==> config.mk <==
export PLATFORM = sky130hd
export DESIGN_NAME = bram_port_arbiter
export DESIGN_NICKNAME = d
export VERILOG_FILES = /design/src/rtl/bram_port_arbiter_pkg.sv /design/src/rtl/bram_port_arbiter_rr_arbiter.sv /design/src/rtl/bram_port_arbiter.sv
export SDC_FILE = /design/constraint.sdc
export NUM_CORES = 1
export LEC_CHECK = 0
export CORE_ASPECT_RATIO = 1.4
export CORE_MARGIN = 5
export CORE_UTILIZATION = 22
export DETAILED_ROUTE_END_ITERATION = 10
export GPL_ROUTABILITY_DRIVEN = 0
export PLACE_DENSITY = 0.93
export SYNTH_ARGS = -nofsm -noshare
export SYNTH_HDL_FRONTEND = slang
export SYNTH_SLANG_ARGS = --single-unit
==> constraint.sdc <==
create_clock -name clock -period 2.8 [get_ports clock]
set_input_delay 0.84 -clock clock [delete_from_list [all_inputs] [get_ports clock]]
set_output_delay 0.84 -clock clock [all_outputs]
set_load 0.01 [all_outputs]
==> src/rtl/bram_port_arbiter_pkg.sv <==
`default_nettype none
// ============================================================================
//  Module      : bram_port_arbiter_pkg
//  Description : Shared definitions for the BRAM port arbiter: the clogb2
//                width helper and the read-tag pipeline stage type.
//  Contents    : clogb2()   - bits needed to hold values 0..depth
//                tag_t      - {valid, requester id} carried with each read
//  Revision    : 1.0 - initial release
// ============================================================================
package bram_port_arbiter_pkg;

    // Number of bits needed to represent the value 'depth'
    // (clogb2(N-1) is the index width for N entries).
    function automatic int clogb2(input int depth);
        int d;
        int r;
        d = depth;
        for (r = 0; d > 0; r++) begin
            d = d >> 1;
        end
        return r;
    endfunction

    // The requester count is bounded at 8, so the tag id is sized for the
    // largest configuration and narrower builds leave the top bits at zero.
    localparam int c_MAX_REQ = 8;
    localparam int c_ID_W    = clogb2(c_MAX_REQ - 1);

    typedef struct packed {
        logic              valid;
        logic [c_ID_W-1:0] id;
    } tag_t;

endpackage
`default_nettype wire

==> src/rtl/bram_port_arbiter_rr_arbiter.sv <==
`default_nettype none
// ============================================================================
//  Module      : rr_arbiter
//  Description : Round-robin grant generator. The search for a valid
//                requester starts at a rotating pointer; after an accepted
//                grant the pointer moves to the slot just past the winner.
//  Ports       : clock   - rising-edge clock
//                reset   - synchronous active-high reset (pointer -> 0)
//                req     - per-requester request lines
//                advance - a grant was accepted this cycle
//                grant   - one-hot (or zero) grant, combinational
//  Revision    : 1.0 - initial release
// ============================================================================
module rr_arbiter
    import bram_port_arbiter_pkg::*;
#(
    parameter int NUM_REQ = 2
) (
    input  logic               clock,
    input  logic               reset,
    input  logic [NUM_REQ-1:0] req,
    input  logic               advance,
    output logic [NUM_REQ-1:0] grant
);

    localparam int c_PW = clogb2(NUM_REQ - 1);

    logic [c_PW-1:0] r_ptr;
    logic [c_PW-1:0] w_idx;
    logic [c_PW-1:0] w_win;
    logic            w_found;

    // Scan the requesters in rotated order starting at r_ptr; first hit wins.
    always_comb begin
        grant   = '0;
        w_win   = r_ptr;
        w_found = 1'b0;
        w_idx   = '0;
        for (int k = 0; k < NUM_REQ; k++) begin
            w_idx = c_PW'((int'(r_ptr) + k) % NUM_REQ);
            if (!w_found && req[w_idx]) begin
                grant[w_idx] = 1'b1;
                w_win        = w_idx;
                w_found      = 1'b1;
            end
        end
        // No grants while reset is held, so nothing is accepted mid-reset.
        if (reset) begin
            grant = '0;
        end
    end

    always_ff @(posedge clock) begin
        if (reset) begin
            r_ptr <= '0;
        end else if (advance) begin
            if (int'(w_win) == NUM_REQ - 1) begin
                r_ptr <= '0;
            end else begin
                r_ptr <= w_win + 1'b1;
            end
        end
    end

endmodule
`default_nettype wire

==> src/rtl/bram_port_arbiter.sv <==
`default_nettype none
// ============================================================================
//  Module      : bram_port_arbiter
//  Description : Shares one BRAM port among NUM_REQ requesters. A round-robin
//                arbiter picks one valid requester per cycle, its request is
//                steered onto the BRAM port, and reads carry a tag through a
//                two-stage pipeline that matches the BRAM's two-cycle
//                registered read latency so the data returns to the right
//                requester.
//  Ports       : clock, reset                  - clock / sync active-high reset
//                req_valid/ready/write         - per-requester handshake
//                req_addr/wdata/wmask          - packed per-requester slices
//                resp_valid, resp_data         - read response (no backpressure)
//                bram_en/we/addr/din           - BRAM port controls
//                bram_regce, bram_reset        - BRAM output register control
//                bram_dout                     - BRAM registered read data
//  Revision    : 1.0 - initial release
// ============================================================================
module bram_port_arbiter
    import bram_port_arbiter_pkg::*;
#(
    parameter  int RAM_WIDTH  = 32,
    parameter  int RAM_DEPTH  = 1024,
    parameter  int BYTE_WIDTH = 8,
    parameter  int NUM_REQ    = 2,
    localparam int c_AW       = clogb2(RAM_DEPTH - 1),
    localparam int c_NB       = RAM_WIDTH / BYTE_WIDTH
) (
    input  logic                         clock,
    input  logic                         reset,
    input  logic [NUM_REQ-1:0]           req_valid,
    output logic [NUM_REQ-1:0]           req_ready,
    input  logic [NUM_REQ-1:0]           req_write,
    input  logic [NUM_REQ*c_AW-1:0]      req_addr,
    input  logic [NUM_REQ*RAM_WIDTH-1:0] req_wdata,
    input  logic [NUM_REQ*c_NB-1:0]      req_wmask,
    output logic [NUM_REQ-1:0]           resp_valid,
    output logic [RAM_WIDTH-1:0]         resp_data,
    output logic                         bram_en,
    output logic [c_NB-1:0]              bram_we,
    output logic [c_AW-1:0]              bram_addr,
    output logic [RAM_WIDTH-1:0]         bram_din,
    output logic                         bram_regce,
    output logic                         bram_reset,
    input  logic [RAM_WIDTH-1:0]         bram_dout
);

    localparam int c_IW = clogb2(NUM_REQ - 1);

    logic [NUM_REQ-1:0] w_grant;
    logic               w_accept;
    logic [c_IW-1:0]    w_win;
    logic               w_is_write;
    tag_t               w_tag0;
    tag_t               r_tag1;
    tag_t               r_tag2;

    rr_arbiter #(
        .NUM_REQ (NUM_REQ)
    ) u_rr (
        .clock   (clock),
        .reset   (reset),
        .req     (req_valid),
        .advance (w_accept),
        .grant   (w_grant)
    );

    // Grant is already gated by valid, so any grant bit is an acceptance.
    assign w_accept  = |w_grant;
    assign req_ready = w_grant;

    always_comb begin
        w_win = '0;
        for (int i = 0; i < NUM_REQ; i++) begin
            if (w_grant[i]) begin
                w_win = c_IW'(i);
            end
        end
    end

    assign w_is_write = req_write[w_win];

    assign bram_en   = w_accept;
    assign bram_addr = req_addr[int'(w_win)*c_AW +: c_AW];
    assign bram_din  = req_wdata[int'(w_win)*RAM_WIDTH +: RAM_WIDTH];
    assign bram_we   = (w_accept && w_is_write) ? req_wmask[int'(w_win)*c_NB +: c_NB] : '0;

    // Only reads enter the tag pipeline; writes never generate a response.
    always_comb begin
        w_tag0       = '0;
        w_tag0.valid = w_accept && !w_is_write;
        w_tag0.id    = c_ID_W'(w_win);
    end

    always_ff @(posedge clock) begin
        if (reset) begin
            r_tag1 <= '0;
            r_tag2 <= '0;
        end else begin
            r_tag1 <= w_tag0;
            r_tag2 <= r_tag1;
        end
    end

    // Stage 1 valid means the BRAM latch holds read data that must be moved
    // into the output register this cycle.
    assign bram_regce = r_tag1.valid && !reset;
    assign bram_reset = reset;
    assign resp_data  = bram_dout;

    // Reset also masks the response directly so a read already in stage 2
    // when reset rises cannot strobe.
    always_comb begin
        resp_valid = '0;
        for (int i = 0; i < NUM_REQ; i++) begin
            resp_valid[i] = r_tag2.valid && !reset && (r_tag2.id == c_ID_W'(i));
        end
    end

endmodule
`default_nettype wire

==> qor.txt, run 1 <==
filler instances = 504
WS Path Type = input pin to output port
Final ANT Viol Nets = 0
initial core utilization = 22.71%
leading cell types in the layout, fill and taps excluded = 96 x clkdlybuf4s50_1, 38 x mux2_4, 33 x buf_6
CP Cell Sequence = buf_6, and2b_4, nand2_8, buf_12, buf_6, mux2_4, buf_6
Synth Warn # = 0
CP Launch Type = input pin
unrepaired setup endpoints after global routing = yes
delay of the slowest cell on the worst path = 0.29 ns
first-pass GRT wire length = 8.397 mm
later-pin clock latency in the skew report = 0.22 ns
Crit path required time = 1.96 ns
CTS sink cnt = 5
P_leak = 1.316 nW
Worst Skew = 0.002256 ns
Post-synth EDFFs = 0
maximum fanout along the worst path = 8
worst min path class = flip-flop to flip-flop
post-synth top area share = 45.46%
Buf+Inv Stages, Crit Path = 4
Worst Hold Launch = r_tag1[0]$_SDFF_PP0_
status = complete, but fails checks
drt total wl = 6.121 mm
# DRC = 0
post-DR wirelength/cell = 19.25 um
Synth async-reset ratio = 0%
fraction of layout cells with a size suffix above 1 = 46.80%
Peak VDD IR = 0.2898 mV
Via Count = 1445
setup TNS = -0.05845 ns
register area share after synthesis = 7.976%
vias in the first global route = 1579
clock root cell = clkbuf_8
Max Cap Viol = 0
clk slew on worst S/H paths = 0.03 ns
initial drt markers = 13
H-tree levels = 1
worst hold slack = 0.4576 ns
Die X = 73.83 um
Die H = 99.37 um
Synth Register Bits = 5
Critical path origin = reset
final net count = 381
post-layout min period = 2.833 ns
period utilisation layout = 101.2%
CTS Buf Count = 3
Synth Flop Type = dfxtp_1
io pins = 215
initial antenna violation count = 2
setup ws final = -0.03264 ns
failing checks = setup timing
cell family with most CP delay = buffers and inverters
Setup crit end kind = output port
Crit-path slowest cell = mux2_4
hold_buf cts = 0
DR vias/cell = 4.544
syn nets = 252
endpoints failing hold = 0
drt pass-1 iters = 4
# rows = 32
Core Box Area = 5525 um2
Reg-to-Reg Start = u_rr.r_ptr$_SDFFE_PP0P_
placed insts = 308
Total Routing Usage GR = 15.25%
fin area = 2721 um2
setup slack after placement = -0.8136 ns
r2r setup slk = 1.64 ns
Worst Path Arrival = 1.99 ns
P&R area growth vs syn = 116.8%
pin count of the biggest net entering global routing = 14
Mean Syn Cell Area = 10.29 um2
ANT cells = 0
Top cell by count, worst path = buf_6
synthesized cell area = 1255 um2
die footprint = 7336 um2
post-synth cell types = 24
worst-case clock buffer depth = 2
final number of setup-violating endpoints = 2
most common cell after layout, fill and taps aside = clkdlybuf4s50_1
Pins Over Slew Limit = 0
Yosys top cell by area = mux2_4
Port Buffers = 150
total congestion overflow = 0
DP HPWL = 5.066 mm
largest cells by area after synthesis = mux2_4 45%, buf_4 20%, dfxtp_1 8.0%
CTS tree = yes
Pwr Density = 237.0 nW/um2
Least-Margin Pin Slew = 0.2536 ns
Max Fclk = 353.0 MHz
Cell Count, Final, Fillers Out = 318
Rel. slew slack = 83.10%
placed instance area = 2624 um2
Post-Synthesis Cells = 122
where the power goes:
group	internal, mW	leakage (nW)	switching (mW)
registers	0.0758	0.0412	0.00301
clock network	0.0978	0.0228	0.0367
logic	0.294	1.25	0.137
layer usage:
layer	up-vias	routed length (um)	global-route usage (%)	share of wire (%)
met5	-	21	0	0.34
met1	634	1849	13.80	30
li1	649	-	-	-
met4	4	291	8.647	4.8
met3	31	1131	9.808	18
met2	127	2827	25.20	46
cells in the mapped netlist (all sizes together), types with 2 or more instances:
master and n:
inv 2, and2 2, nor2b 4, nor2 2
dfxtp 5, mux2 42, buf 39, o21ai 5
nand2 2, nand3 5, a211oi 4
metrics by stage:
| stage | util, % | total power [mW] |
|---|---|---|
| 3_3_place_gp | 47.49 | 0.4942 |
| 2_1_floorplan | - | 0.2843 |
| 6_report | 49.25 | 0.6450 |
| 4_1_cts | 49.93 | 0.6560 |
| 3_5_place_dp | 47.49 | 0.5022 |
| 5_1_grt | 49.25 | 0.6780 |
final timing paths:
check                               to  cells past startpoint
setup / recovery          bram_addr[9]                      7
hold / removal    r_tag2[0]$_SDFF_PP0_                      1
setup reg to reg  r_tag1[3]$_SDFF_PP0_                      4
hold reg to reg   r_tag2[0]$_SDFF_PP0_                      1
logic make-up (layout without fill, tap and decap cells):
| group | after synthesis | in the layout | share of synthesized area, % |
|---|---|---|---|
| AO/OA/AOI/OAI | 12 | 12 | 6.081 |
| buffers and inverters | 42 | 170 | 25.72 |
| flip-flops | 5 | 5 | 7.976 |
| multiplexers | 42 | 42 | 49.05 |
| AND/OR/NAND/NOR | 21 | 21 | 11.17 |
flip-flops by register name, indices dropped and copies added (netlist names):
signal	flops
r_tag2	2
u_rr.r_ptr	1
r_tag1	2
final cells by class:
cell class	instances	area, um2	area share (%)
clock buffer	4	45.04	1.655
inverter	2	7.507	0.2759
multi-input combinational	75	875.8	32.18
sequential	5	100.1	3.678
tap	68	85.08	3.126
timing repair buffer	164	1608	59.08
what timing repair did:
action	4_1_cts	5_1_grt
pin swaps	2	2
setup buffers	7	1
setup endpoints to repair	53	30
resized for setup	216	27
cloned	2	0
(Power assumes the default switching activity.)
==> run 2, diff against run 1 <==
--- a/config.mk
+++ b/config.mk
@@ -11,6 +11,7 @@
 export DETAILED_ROUTE_END_ITERATION = 10
 export GPL_ROUTABILITY_DRIVEN = 0
 export PLACE_DENSITY = 0.93
+export REMOVE_ABC_BUFFERS = 1
 export SYNTH_ARGS = -nofsm -noshare
 export SYNTH_HDL_FRONTEND = slang
 export SYNTH_SLANG_ARGS = --single-unit
==> run 2 against run 1 <==
Against the previous run:
- the flow now finishes without violations
- cell count is the same
- global-route usage down 0.20 points
- power up 1.9%
- critical path depth shrank 1
- routed wire length is 0.46% lower
- sequential power hardly changed
- register-to-register slack worse by 0.02 ns
- clock power about the same
- clock skew rose by 0.00063 ns
- sequential share of layout area is 0.11 points lower
- critical path type unchanged
- critical endpoint is now bram_din[27]
- highest routed layer unchanged
==> qor.txt, run 2 (same netlist as run 1, synthesis figures left out) <==
io pins = 215 (unchanged)
# rows = 32 (unchanged)
clock root cell = clkbuf_8 (unchanged)
Die H = 99.37 um (unchanged)
endpoints failing hold = 0 (unchanged)
Rel. slew slack = 83.98% (was 83.10%)
P_leak = 1.308 nW (was 1.316 nW)
Peak VDD IR = 0.1338 mV (was 0.2898 mV)
Top cell by count, worst path = buf_6 (unchanged)
worst r2r path cells = 4 (unchanged)
vias in the first global route = 1506 (was 1579)
DP HPWL = 5.368 mm (was 5.066 mm)
setup ws final = 0.02446 ns (was -0.03264 ns)
CP Cell Sequence = buf_6, and2b_4, nand2_8, buf_6, mux2_4, buf_6 (was buf_6, and2b_4, nand2_8, buf_12, buf_6, mux2_4, buf_6)
Reg-to-Reg Start = u_rr.r_ptr$_SDFFE_PP0P_ (unchanged)
area of the multi-input gates = 872.1 um2 (was 875.8 um2)
period utilisation layout = 99.13% (was 101.2%)
Cell Count, Final, Fillers Out = 318 (unchanged)
first-pass GRT wire length = 8.238 mm (was 8.397 mm)
post-DR wirelength/cell = 19.16 um (was 19.25 um)
Setup crit end kind = output port (unchanged)
Crit path required time = 1.96 ns (about the same)
most common cell after layout, fill and taps aside = clkdlybuf4s50_1 (unchanged)
Pins Over Slew Limit = 0 (unchanged)
filler instances = 496 (was 504)
Crit-path slowest cell = mux2_4 (unchanged)
hold_buf cts = 0 (unchanged)
Via Count = 1439 (was 1445)
worst min path class = flip-flop to flip-flop (unchanged)
CTS Buf Count = 3 (unchanged)
CTS sink cnt = 5 (unchanged)
WS Path Type = input pin to output port (unchanged)
die footprint = 7336 um2 (unchanged)
Port Buffers = 150 (unchanged)
worst hold slack = 0.4503 ns (was 0.4576 ns)
fraction of layout cells with a size suffix above 1 = 46.40% (was 46.80%)
Total Routing Usage GR = 15.05% (was 15.25%)
placed instance area = 2619 um2 (was 2624 um2)
worst-case clock buffer depth = 2 (unchanged)
Worst Skew = 0.002890 ns (was 0.002256 ns)
Worst Hold Launch = r_tag1[0]$_SDFF_PP0_ (unchanged)
Worst Path Arrival = 1.94 ns (was 1.99 ns)
initial drt markers = 17 (was 13)
Worst R2R End = r_tag1[3]$_SDFF_PP0_ (unchanged)
Die X = 73.83 um (unchanged)
post-layout min period = 2.776 ns (was 2.833 ns)
initial core utilization = 22.71% (unchanged)
initial antenna violation count = 0 (was 2)
Overall Power = 0.6573 mW (was 0.6450 mW)
Hold Path Stages = 1 (unchanged)
hold path endpoint = r_tag2[0]$_SDFF_PP0_ (unchanged)
setup TNS = 0 ns (was -0.05845 ns)
ANT cells = 0 (unchanged)
Final ANT Viol Nets = 0 (unchanged)
Core Box Area = 5525 um2 (unchanged)
r2r setup slk = 1.62 ns (was 1.64 ns)
CTS tree = yes (unchanged)
Least-Margin Pin Slew = 0.2404 ns (was 0.2536 ns)
unrepaired setup endpoints after global routing = yes (unchanged)
status = finished, final reports clean (was complete, but fails checks)
DR vias/cell = 4.525 (was 4.544)
largest registers = r_tag1: 2 flops, r_tag2: 2 flops, u_rr.r_ptr: 1 flops (unchanged)
placed insts = 309 (was 308)
Max Cap Viol = 0 (unchanged)
clk slew on worst S/H paths = 0.04 ns (was 0.03 ns)
P&R area growth vs syn = 123.3% (was 116.8%)
drt pass-1 iters = 5 (was 4)
final number of setup-violating endpoints = 0 (was 2)
drt total wl = 6.093 mm (was 6.121 mm)
leading cell types in the layout, fill and taps excluded = 100 x clkdlybuf4s50_1, 38 x mux2_4, 38 x buf_6 (was 96 x clkdlybuf4s50_1, 38 x mux2_4, 33 x buf_6)
total congestion overflow = 0 (unchanged)
setup slack after placement = -0.7491 ns (was -0.8136 ns)
delay of the slowest cell on the worst path = 0.30 ns (was 0.29 ns)
Max Fclk = 360.3 MHz (was 353.0 MHz)
later-pin clock latency in the skew report = 0.22 ns (about the same)
# DRC = 0 (unchanged)
H-tree levels = 1 (unchanged)
final net count = 381 (unchanged)
CP Launch Type = input pin (unchanged)
pin count of the biggest net entering global routing = 14 (unchanged)
fin util = 50.72% (was 49.25%)
maximum fanout along the worst path = 8 (unchanged)
Pwr Density = 234.5 nW/um2 (was 237.0 nW/um2)
fin area = 2803 um2 (was 2721 um2)
Register Area = 100.1 um2 (unchanged)
## run 2: changes by cell type in the layout (fill, tap and decap cells not counted), sizes merged
| cell | previous run | this run |
|---|---|---|
| clkdlybuf4s50 | 96 | 100 |
| dlymetal6s2s | 3 | 0 |
| dlygate4sd2 | 3 | 1 |
| clkdlybuf4s15 | 1 | 0 |
| clkbuf | 8 | 4 |
| buf | 57 | 63 |
## run 2: where the power goes
part / leakage (nW) / switching [mW] / total (mW) / internal [mW]
combinational: 1.24 / 0.136 / 0.447 / 0.311
sequential: 0.0412 / 0.00291 / 0.0787 / 0.0757
clock: 0.0228 / 0.0339 / 0.132 / 0.0976
total: 1.31 / 0.173 / 0.657 / 0.485
## run 2: metal layers
metal / vias up / global-route usage (%) / routed length [um]
met5: - / 6.667 / 53
met4: 2 / 2.510 / 87
met3: 6 / 11.12 / 1153
met2: 156 / 26.98 / 3038
met1: 624 / 12.96 / 1760
li1: 651 / - / -
## run 2: how the worst max path moves through the flow
stage | slack [ns] | startpoint | endpoint
floorplan | 0.16 | req_valid[0] | bram_din[14]
global placement | -0.71 | req_valid[0] | bram_din[9]
detailed placement | -0.75 | req_valid[0] | bram_din[0]
CTS | -0.08 | reset | bram_din[4]
global route | -0.02 | reset | bram_din[4]
finish | 0.02 | reset | bram_din[27]
## run 2: critical path: cells and delay by family
kind,cells,cell delay (ns)
mux,1,0.30
buf+inv,3,0.39
simple gates,2,0.40
## run 2: final cells by class
class / count / share of cell area, %
sequential: 5 / 3.571
clock buffer: 4 / 1.607
timing repair buffer: 164 / 60.40
multi-input combinational: 75 / 31.12
tap: 68 / 3.036
inverter: 2 / 0.2679
## run 2: what timing repair did
item,4_1_cts,5_1_grt
cloned,4,0
pin swaps,2,2
setup buffers,2,0
gates resized for setup,216,35
endpoints found under the hold margin,0,0
setup endpoints to repair,53,38
==> run 3, diff against run 2 <==
--- a/config.mk
+++ b/config.mk
@@ -5,12 +5,12 @@
 export SDC_FILE = /design/constraint.sdc
 export NUM_CORES = 1
 export LEC_CHECK = 0
-export CORE_ASPECT_RATIO = 1.4
 export CORE_MARGIN = 5
 export CORE_UTILIZATION = 22
 export DETAILED_ROUTE_END_ITERATION = 10
 export GPL_ROUTABILITY_DRIVEN = 0
-export PLACE_DENSITY = 0.93
+export HOLD_SLACK_MARGIN = 0.02
+export PLACE_DENSITY = 0.84
 export REMOVE_ABC_BUFFERS = 1
 export SYNTH_ARGS = -nofsm -noshare
 export SYNTH_HDL_FRONTEND = slang
==> run 3 against run 2 <==
Against the previous run:
- the run now ends with setup timing left
- maximum frequency decreased by 2.8%
- setup slack worse by 0.079 ns
- highest routed layer is now met4
- cell area is 0.98% higher
- via count grew 2.2%
- critical path depth increased by 1
- die area down 0.29%
- power fell by 0.20%
- cell count grew 4.7%
- sequential power about the same
- critical path type unchanged
==> qor.txt, run 3 (same netlist as run 1, synthesis figures left out) <==
status = complete, but fails checks (was finished, final reports clean)
failing checks = setup timing
Hold Path Stages = 1 (unchanged)
fin util = 51.08% (was 50.72%)
clock root cell = clkbuf_8 (unchanged)
DP HPWL = 5.319 mm (was 5.368 mm)
ANT cells = 0 (unchanged)
Least-Margin Pin Slew = 0.2765 ns (was 0.2404 ns)
# rows = 27 (was 32)
hold_buf cts = 0 (unchanged)
Final ANT Viol Nets = 0 (unchanged)
Max Cap Viol = 0 (unchanged)
# DRC = 0 (unchanged)
largest registers = r_tag1: 2 flops, r_tag2: 2 flops, u_rr.r_ptr: 1 flops (unchanged)
vias in the first global route = 1688 (was 1506)
fin area = 2830 um2 (was 2803 um2)
die footprint = 7315 um2 (was 7336 um2)
delay of the slowest cell on the worst path = 0.30 ns (about the same)
placed instance area = 2654 um2 (was 2619 um2)
Critical path origin = reset (unchanged)
Pins Over Slew Limit = 0 (unchanged)
P_leak = 1.337 nW (was 1.308 nW)
CTS sink cnt = 5 (unchanged)
Peak VDD IR = 0.1478 mV (was 0.1338 mV)
worst-case clock buffer depth = 2 (unchanged)
io pins = 215 (unchanged)
fraction of layout cells with a size suffix above 1 = 48.28% (was 46.40%)
unrepaired setup endpoints after global routing = yes (unchanged)
setup ws final = -0.05498 ns (was 0.02446 ns)
post-DR wirelength/cell = 18.65 um (was 19.16 um)
Worst R2R End = r_tag1[3]$_SDFF_PP0_ (unchanged)
Core Box Area = 5540 um2 (was 5525 um2)
Worst Path Arrival = 2.01 ns (was 1.94 ns)
pin count of the biggest net entering global routing = 14 (unchanged)
P&R area growth vs syn = 125.5% (was 123.3%)
initial antenna violation count = 0 (unchanged)
total congestion overflow = 0 (unchanged)
drt total wl = 6.212 mm (was 6.093 mm)
worst r2r path cells = 5 (was 4)
leading cell types in the layout, fill and taps excluded = 99 x clkdlybuf4s50_1, 38 x mux2_4, 36 x buf_6 (was 100 x clkdlybuf4s50_1, 38 x mux2_4, 38 x buf_6)
DR vias/cell = 4.414 (was 4.525)
Max Fclk = 350.3 MHz (was 360.3 MHz)
Die H = 85.53 um (was 99.37 um)
final number of setup-violating endpoints = 22 (was 0)
hold path endpoint = r_tag2[0]$_SDFF_PP0_ (unchanged)
endpoints failing hold = 0 (unchanged)
drt pass-1 iters = 4 (was 5)
Rel. slew slack = 81.57% (was 83.98%)
final net count = 392 (was 381)
post-layout min period = 2.855 ns (was 2.776 ns)
worst min path class = flip-flop to flip-flop (unchanged)
Crit-path slowest cell = mux2_4 (unchanged)
CP Launch Type = input pin (unchanged)
r2r setup slk = 1.58 ns (was 1.62 ns)
worst hold slack = 0.4312 ns (was 0.4503 ns)
Die X = 85.53 um (was 73.83 um)
Cell Count, Final, Fillers Out = 333 (was 318)
later-pin clock latency in the skew report = 0.22 ns (about the same)
clk slew on worst S/H paths = 0.03 ns (was 0.04 ns)
Via Count = 1470 (was 1439)
CTS Buf Count = 3 (unchanged)
Overall Power = 0.6560 mW (was 0.6573 mW)
initial core utilization = 22.65% (was 22.71%)
placed insts = 317 (was 309)
CP Cell Sequence = buf_6, and2b_4, nand2_8, buf_12, buf_8, mux2_4, buf_6 (was buf_6, and2b_4, nand2_8, buf_6, mux2_4, buf_6)
Top cell by count, worst path = buf_6 (unchanged)
WS Path Type = input pin to output port (unchanged)
initial drt markers = 11 (was 17)
filler instances = 491 (was 496)
H-tree levels = 1 (unchanged)
most common cell after layout, fill and taps aside = clkdlybuf4s50_1 (unchanged)
first-pass GRT wire length = 8.583 mm (was 8.238 mm)
Pwr Density = 231.8 nW/um2 (was 234.5 nW/um2)
Setup crit end kind = output port (unchanged)
period utilisation layout = 102.0% (was 99.13%)
Worst Hold Launch = r_tag1[0]$_SDFF_PP0_ (unchanged)
maximum fanout along the worst path = 8 (unchanged)
Crit path required time = 1.96 ns (about the same)
Reg-to-Reg Start = u_rr.r_ptr$_SDFFE_PP0P_ (unchanged)
CTS tree = yes (unchanged)
Total Routing Usage GR = 15.25% (was 15.05%)
Port Buffers = 150 (unchanged)
Worst Skew = 0.002490 ns (was 0.002890 ns)
==> run 3: cell types whose count changed in the layout (fill, tap and decap cells not counted), sizes merged <==
cell	previous run	this run
clkbuf	4	7
dlygate4sd2	1	3
clkdlybuf4s50	100	99
nand2	2	3
buf	63	69
==> run 3: worst max-delay path by stage <==
stage / cells after the start / slack [ns] / endpoint
global route: 7 / -0.10 / bram_din[13]
floorplan: 3 / 0.16 / bram_din[14]
CTS: 7 / -0.07 / bram_din[13]
detailed placement: 7 / -0.79 / bram_we[2]
global placement: 6 / -0.74 / bram_din[11]
finish: 7 / -0.05 / bram_addr[2]
==> run 3: where the power goes <==
| part | total [mW] | internal [mW] | leakage [nW] | switching (mW) |
|---|---|---|---|---|
| Sequential | 0.0784 | 0.0758 | 0.0412 | 0.00262 |
| Clock | 0.131 | 0.0975 | 0.0228 | 0.0331 |
| Combinational | 0.447 | 0.307 | 1.27 | 0.140 |
| Total | 0.656 | 0.480 | 1.34 | 0.176 |
==> run 3: critical path: cells and delay by family <==
kind / cells / cell delay (ns)
buffers and inverters: 4 / 0.49
multiplexers: 1 / 0.30
AND/OR/NAND/NOR: 2 / 0.38
==> run 3: repair_timing <==
action,in CTS,in global routing
setup buffers,12,1
gates cloned,2,0
hold endpoints to repair,0,0
pin swaps,2,1
endpoints found under the setup margin,53,32
resized for setup,237,6
==> run 3: cell type report <==
type	count	area (um2)	area share (%)
sequential	5	100.1	3.537
timing repair buffer	174	1700	60.08
multi-input combinational	76	887.1	31.34
clock buffer	4	45.04	1.592
tap	72	90.09	3.183
inverter	2	7.507	0.2653
==> run 3: per-stage QoR <==
stage	worst slack [ns]	TNS, ns
floorplan	0.1593	0
global placement	-0.7377	-34.02
detailed placement	-0.7884	-34.89
CTS	-0.06983	-1.124
global route	-0.1017	-1.726
finish	-0.05498	-0.6795
==> run 3: layer usage <==
metal	vias up	routed length, um	global-route usage [%]	part of all wire [%]
met3	8	1340	15.27	22
met4	0	99	3.453	1.6
met5	-	0	4.196	0
met2	139	2897	24.44	47
met1	649	1875	13.41	30
li1	674	-	-	-
